File: src/rtl/dff_mon_pkg.sv
// Shared types and counter arithmetic for the flop-pair edge monitor.
// Latency: n/a (constants, types and pure functions only).
// Backpressure: n/a.
package dff_mon_pkg;

  // Default counter width, and the widest counter the generic helper supports
  localparam int CNT_W_DEF = 8;
  localparam int CNT_W_MAX = 32;

  typedef logic [CNT_W_DEF-1:0] cnt_t;
  typedef logic [CNT_W_MAX-1:0] cnt_wide_t;

  // Increment a w-bit value held zero-extended in a wide word.
  // At all-ones it either holds (sat_en=1) or wraps to zero (sat_en=0).
  function automatic cnt_wide_t sat_inc_w(cnt_wide_t v, bit sat_en, int unsigned w);
    cnt_wide_t top_v;
    top_v = cnt_wide_t'({CNT_W_MAX{1'b1}}) >> (CNT_W_MAX - w);
    if (v == top_v) begin
      return sat_en ? v : '0;
    end
    return v + cnt_wide_t'(1);
  endfunction

  // Same operation at the default counter width
  function automatic cnt_t sat_inc(cnt_t v, bit sat_en);
    return cnt_t'(sat_inc_w(cnt_wide_t'(v), sat_en, CNT_W_DEF));
  endfunction

endpackage

File: src/rtl/edge_counter.sv
// Event counter with synchronous clear that beats increment; saturates or wraps.
// Latency: count reflects inc/clr one cycle after the sampling edge.
// Backpressure: none; an increment is taken on every cycle inc is high.
module edge_counter
  import dff_mon_pkg::*;
#(
  parameter int W      = CNT_W_DEF,
  parameter bit SAT_EN = 1'b1
) (
  input  logic         clk,
  input  logic         rstn,
  input  logic         inc,
  input  logic         clr,
  output logic [W-1:0] count
);

  logic [W-1:0] count_q;
  logic [W-1:0] count_d;

  // Next count: clear has priority, otherwise step by one at the chosen overflow policy
  always_comb begin
    count_d = count_q;
    if (clr) begin
      count_d = '0;
    end else if (inc) begin
      count_d = W'(sat_inc_w(cnt_wide_t'(count_q), SAT_EN, W));
    end
  end

  // Count register, cleared asynchronously by reset
  always_ff @(posedge clk or negedge rstn) begin
    if (!rstn) begin
      count_q <= '0;
    end else begin
      count_q <= count_d;
    end
  end

  assign count = count_q;

endmodule

File: src/rtl/dff_edge_monitor.sv
// Watches a flop's (q, qbar) pair: edge pulses, edge counts, pair-error flag/sticky/count.
// Latency: every output is registered, one cycle after the sampling edge.
// Backpressure: none; inputs are sampled every cycle.
module dff_edge_monitor
  import dff_mon_pkg::*;
#(
  parameter int CNT_W  = CNT_W_DEF,
  parameter bit SAT_EN = 1'b1
) (
  input  logic             clk,
  input  logic             rstn,
  input  logic             q_in,
  input  logic             qbar_in,
  input  logic             clr,
  output logic             rise,
  output logic             fall,
  output logic [CNT_W-1:0] rise_cnt,
  output logic [CNT_W-1:0] fall_cnt,
  output logic             pair_err,
  output logic             err_sticky,
  output logic [CNT_W-1:0] err_cnt
);

  // prev_q resets to 0 to match the upstream flop's reset value
  logic prev_q;
  logic rise_q,       rise_d;
  logic fall_q,       fall_d;
  logic pair_err_q,   pair_err_d;
  logic err_sticky_q, err_sticky_d;

  // Edge detection looks at q only; qbar feeds the error path alone.
  // A fresh error wins over a coincident clear for the sticky bit.
  always_comb begin
    rise_d       = q_in & ~prev_q;
    fall_d       = ~q_in & prev_q;
    pair_err_d   = (q_in == qbar_in);
    err_sticky_d = err_sticky_q;
    if (pair_err_d) begin
      err_sticky_d = 1'b1;
    end else if (clr) begin
      err_sticky_d = 1'b0;
    end
  end

  // Pulse, flag and history registers
  always_ff @(posedge clk or negedge rstn) begin
    if (!rstn) begin
      prev_q       <= 1'b0;
      rise_q       <= 1'b0;
      fall_q       <= 1'b0;
      pair_err_q   <= 1'b0;
      err_sticky_q <= 1'b0;
    end else begin
      prev_q       <= q_in;
      rise_q       <= rise_d;
      fall_q       <= fall_d;
      pair_err_q   <= pair_err_d;
      err_sticky_q <= err_sticky_d;
    end
  end

  edge_counter #(.W(CNT_W), .SAT_EN(SAT_EN)) u_rise_cnt (
    .clk(clk), .rstn(rstn), .inc(rise_d), .clr(clr), .count(rise_cnt)
  );

  edge_counter #(.W(CNT_W), .SAT_EN(SAT_EN)) u_fall_cnt (
    .clr(clr), .clk(clk), .rstn(rstn), .inc(fall_d), .count(fall_cnt)
  );

  edge_counter #(.W(CNT_W), .SAT_EN(SAT_EN)) u_err_cnt (
    .clk(clk), .rstn(rstn), .inc(pair_err_d), .clr(clr), .count(err_cnt)
  );

  assign rise       = rise_q;
  assign fall       = fall_q;
  assign pair_err   = pair_err_q;
  assign err_sticky = err_sticky_q;

  // History for the monotonic-count check: counts one cycle back and the clear that produced them
  logic [CNT_W-1:0] mon_rise_q;
  logic [CNT_W-1:0] mon_fall_q;
  logic [CNT_W-1:0] mon_err_q;
  logic             mon_clr_q;

  // Capture the current counts and clear for comparison on the next edge
  always_ff @(posedge clk or negedge rstn) begin
    if (!rstn) begin
      mon_rise_q <= '0;
      mon_fall_q <= '0;
      mon_err_q  <= '0;
      mon_clr_q  <= 1'b0;
    end else begin
      mon_rise_q <= rise_cnt;
      mon_fall_q <= fall_cnt;
      mon_err_q  <= err_cnt;
      mon_clr_q  <= clr;
    end
  end

  // Output consistency checks; values read here are those registered on the previous edge
  always @(posedge clk) begin
    if (rstn) begin
      a_excl: assert (!(rise_q && fall_q))
        $info("%0t A_EXCL ok", $time);
      else
        $error("%0t A_EXCL: rise and fall high together", $time);
      a_sticky: assert (!pair_err_q || err_sticky_q)
        $info("%0t A_STICKY ok", $time);
      else
        $error("%0t A_STICKY: pair_err without err_sticky", $time);
      if (SAT_EN) begin
        a_sat: assert (mon_clr_q || ((rise_cnt >= mon_rise_q) && (fall_cnt >= mon_fall_q) &&
                                     (err_cnt >= mon_err_q)))
          $info("%0t A_SAT ok", $time);
        else
          $error("%0t A_SAT: saturating counter decreased", $time);
      end
    end
  end

endmodule

File: config.mk
export PLATFORM = sky130hd
export DESIGN_NAME = dff_edge_monitor
export DESIGN_NICKNAME = d
export VERILOG_FILES = /design/src/rtl/dff_mon_pkg.sv /design/src/rtl/edge_counter.sv /design/src/rtl/dff_edge_monitor.sv
export SDC_FILE = /design/constraint.sdc
export NUM_CORES = 1
export LEC_CHECK = 0
export ABC_AREA = 0
export ABC_CLOCK_PERIOD_IN_PS = 2200
export BUFFER_PORTS_ARGS = -buffer_cell sky130_fd_sc_hd__buf_2
export CAP_MARGIN = 15
export CORE_MARGIN = 4
export CORE_UTILIZATION = 52
export CTS_CLUSTER_DIAMETER = 30
export DETAILED_ROUTE_END_ITERATION = 12
export MAX_ROUTING_LAYER = met4
export PLACE_DENSITY = 0.77
export SYNTH_ARGS = -nofsm -noshare
export SYNTH_HDL_FRONTEND = slang
export SYNTH_SLANG_ARGS = --single-unit
File: constraint.sdc
create_clock -name clk -period 2.2 [get_ports clk]
set_input_delay 0.44 -clock clk [delete_from_list [all_inputs] [get_ports clk]]
set_output_delay 0.44 -clock clk [all_outputs]
set_load 0.03 [all_outputs]
==> results.yml <==
timing:
  holdWs_ns: 0.115
  fin_setup_tns_ns: 0
  worstMarginPinSlew_ns: 0.624
  setup_ws_ns: 0.373
  finalCritPeriodShare: 0.830
  setup_viol: 0
  slew_viol_final: 0
  maxSlewHeadroom: 0.584
  max_freq_mhz: 547
  skew_ns: 0.0105
  hold_viol: 0
  rsz0062_at_grt: "false"
  period_minus_slack_ns: 1.83
job:
  drv_cap: 0
min_path:
  hp-class: "input pin to async pin"
routing:
  wire_per_inst_um: 14.6
  detail-route-antenna-nets: 0
  wl_um: 2950
  dr.pass1.iters: 4
  vias: 1173
  drc: 0
  drtIter0Drc: 51
  viasPerCell: 5.81
yosys:
  ys_ff_latch: 29
  avgSynthCellArea_um2: 10.8
  netlist_instances: 134
  syn_nets: 142
  yosys_warnings: 0
  seq_area_frac_synth: 0.502
  netlist_area_um2: 1450
  yosysUniqueCellTypes: 36
power:
  power_switching_share: 0.276
  power_frac_seq: 0.574
  pwr-share-comb: 0.122
  power.density_nw_per_um2: 584
  vdd_drop_max_mv: 0.423
  p_switching_uw: 272
  p_leak_nw: 0.835
  clkPwrFrac: 0.304
  intPower_uw: 712
finish:
  synthToLayoutAreaGrowth_pct: 16.5
  drive_gt1_frac: 0.273
  final_nets: 179
  nFillCells: 217
  diodes: 0
  final_cell_area_um2: 1690
  multiInputGateArea_um2: 698
  seqCellArea_um2: 726
critical_path:
  path_cells: "ha_1 -> and4_4 -> a21o_4 -> or4_1 -> a21oi_1"
  path_buf_inv: 0
  critical-path-max-stage-delay_ns: 0.46
  crit_type: "flip-flop to flip-flop"
  end_kind: "flip-flop"
  cp_data_required_time_ns: 2.45
  crit_arrival_ns: 2.08
  path_delay_family: "simple AND/OR/NAND/NOR gates"
  cp_slowest_cell: "or4_1"
  start_kind: "flip-flop"
  path_max_fanout: 6
grt:
  grt_pass1_wl_um: 5090
  grt_overflow: 0
  grt_pass1_vias: 1155
  grt_start_max_net_pins: 30
  antenna_found_initial: 0
  gr-usage-all-layers: 0.193
clock_network:
  ctsHoldBuffers: 0
  clkTransAtPathRegs_ns: 0.09
  cts_buffers: 5
  cts_buffer_depth: 2
  insertion_delay_ns: 0.33
  cts_tree: "done"
  cts.htree.levels: 2
  cts_root_buf: "clkbuf_4"
  clock_sink_count: 29
  cts_resized: 0
  post_cts_buffers: 0
placed_design:
  placed_area_um2: 1640
  pre_cts_slack_ns: 0.388
  io_buffer_count: 32
  dp_hpwl_um: 2110
  globalplace.congestion: 0.981
floorplanning:
  row_count: 18
  die-area_um2: 3690
  die_h_um: 60.7
  die_x_um: 60.7
  core_area_um2: 2570
  start_util: 0.563
  ioPinCount: 33
outcome:
  status: "complete, no violations"
==> power by group through the flow <==
stage	clock (mW)	combinational, mW	sequential (mW)
6_report	0.299	0.120	0.565
5_1_grt	0.342	0.131	0.568
4_1_cts	0.311	0.123	0.565
3_5_place_dp	0	0.123	0.576
3_3_place_gp	0	0.118	0.574
2_1_floorplan	0	0.0442	0.607
==> worst reg2reg max path, stage by stage, from the launching register on <==
cell	delay, ns
dfrtp_1	0.44
ha_1	0.28
and4_4	0.22
a21o_4	0.21
or4_1	0.46
a21oi_1	0.14
==> cells in the final DEF (no fill, tap or decap), drive strengths merged, types with 6 or more instances in the layout <==
cell / n
buf: 32
dfrtp: 29
nor2: 19
xor2: 12
nand4: 8
o211ai: 8
clkbuf: 8
nand3: 6
nand2: 6
==> area by class of cell <==
cell class | count | area share
well taps | 30 | 0.0223
flip-flops and latches | 29 | 0.431
clock buffers | 8 | 0.0290
repair buffers | 32 | 0.0950
inverters | 4 | 0.00891
multi-input cells | 99 | 0.414
==> through the flow <==
step | power [mW] | instances | util
finish | 0.984 | 202 | 0.656
global route | 1.04 | 202 | 0.656
CTS | 1.00 | 202 | 0.656
detailed placement | 0.699 | 194 | 0.637
global placement | 0.693 | 194 | 0.637
floorplan | 0.652 | 134 | -
==> layer usage <==
metal,global-route usage,share of wire,up-vias
li1,-,-,563
met1,0.228,0.41,557
met2,0.293,0.50,46
met3,0.0723,0.073,7
met4,0.0867,0.022,0
met5,-,0,-
==> synthesized netlist by cell type <==
master | count | area, um2
ha_1 | 3 | 37.5
a2111oi_1 | 1 | 10.0
nand2b_2 | 1 | 8.76
and3_1 | 3 | 18.8
o21ai_2 | 1 | 8.76
or4_1 | 2 | 15.0
o211ai_1 | 7 | 52.6
nand4_1 | 8 | 50.1
o31ai_1 | 3 | 22.5
o21ai_0 | 1 | 5.00
a2111oi_2 | 1 | 15.0
nor4_1 | 1 | 6.26
and4b_2 | 1 | 11.3
nand2_1 | 6 | 22.5
mux2i_1 | 4 | 40.0
and3_4 | 1 | 11.3
inv_1 | 4 | 15.0
a21oi_1 | 3 | 15.0
dfrtp_1 | 29 | 726
and4_4 | 1 | 11.3
and4_1 | 1 | 8.76
xnor2_2 | 1 | 16.3
a21o_4 | 1 | 15.0
and2b_2 | 1 | 8.76
o211ai_2 | 1 | 12.5
a211oi_1 | 1 | 7.51
o31a_1 | 1 | 8.76
xor2_1 | 12 | 105
clkbuf_1 | 2 | 7.51
nor2_1 | 19 | 71.3
o21ai_1 | 1 | 5.00
or3_1 | 1 | 6.26
a21o_1 | 1 | 7.51
xnor2_1 | 3 | 26.3
nand3_1 | 6 | 30.0
o21a_1 | 1 | 7.51
==> path summary, 6_finish.rpt <==
check                           cells after the start                            start                         endpoint  slack (ns)
worst max-delay path                                5  u_rise_cnt.count[0]$_DFFE_PN0P_  u_rise_cnt.count[5]$_DFFE_PN0P_        0.37
worst max register to register                      5  u_rise_cnt.count[0]$_DFFE_PN0P_  u_rise_cnt.count[5]$_DFFE_PN0P_        0.37
min in group clk                                    1                             q_in                 prev_q$_DFF_PN0_        0.31
worst min-delay path                                1                             rstn  u_fall_cnt.count[6]$_DFFE_PN0P_        0.12
worst min register to register                      1           err_sticky$_DFFE_PN0P_           err_sticky$_DFFE_PN0P_        0.48
max in group asynchronous                           1                             rstn   u_err_cnt.count[1]$_DFFE_PN0P_        1.67
==> logic make-up after synthesis <==
family | synth area share
adders and majority gates | 0.0260
DFF | 0.502
buffers and inverters | 0.0156
and+or+nand+nor | 0.194
AOI/OAI and AO/OA | 0.133
muxes | 0.0277
xor gates and xnor gates | 0.102
==> registers in the layout, summed over array words and instances, names as in the netlist <==
register,count
pair_err,1
u_fall_cnt.count,8
err_sticky,1
u_rise_cnt.count,8
fall,1
u_err_cnt.count,8
rise,1
prev_q,1
(Power assumes the default switching activity.)
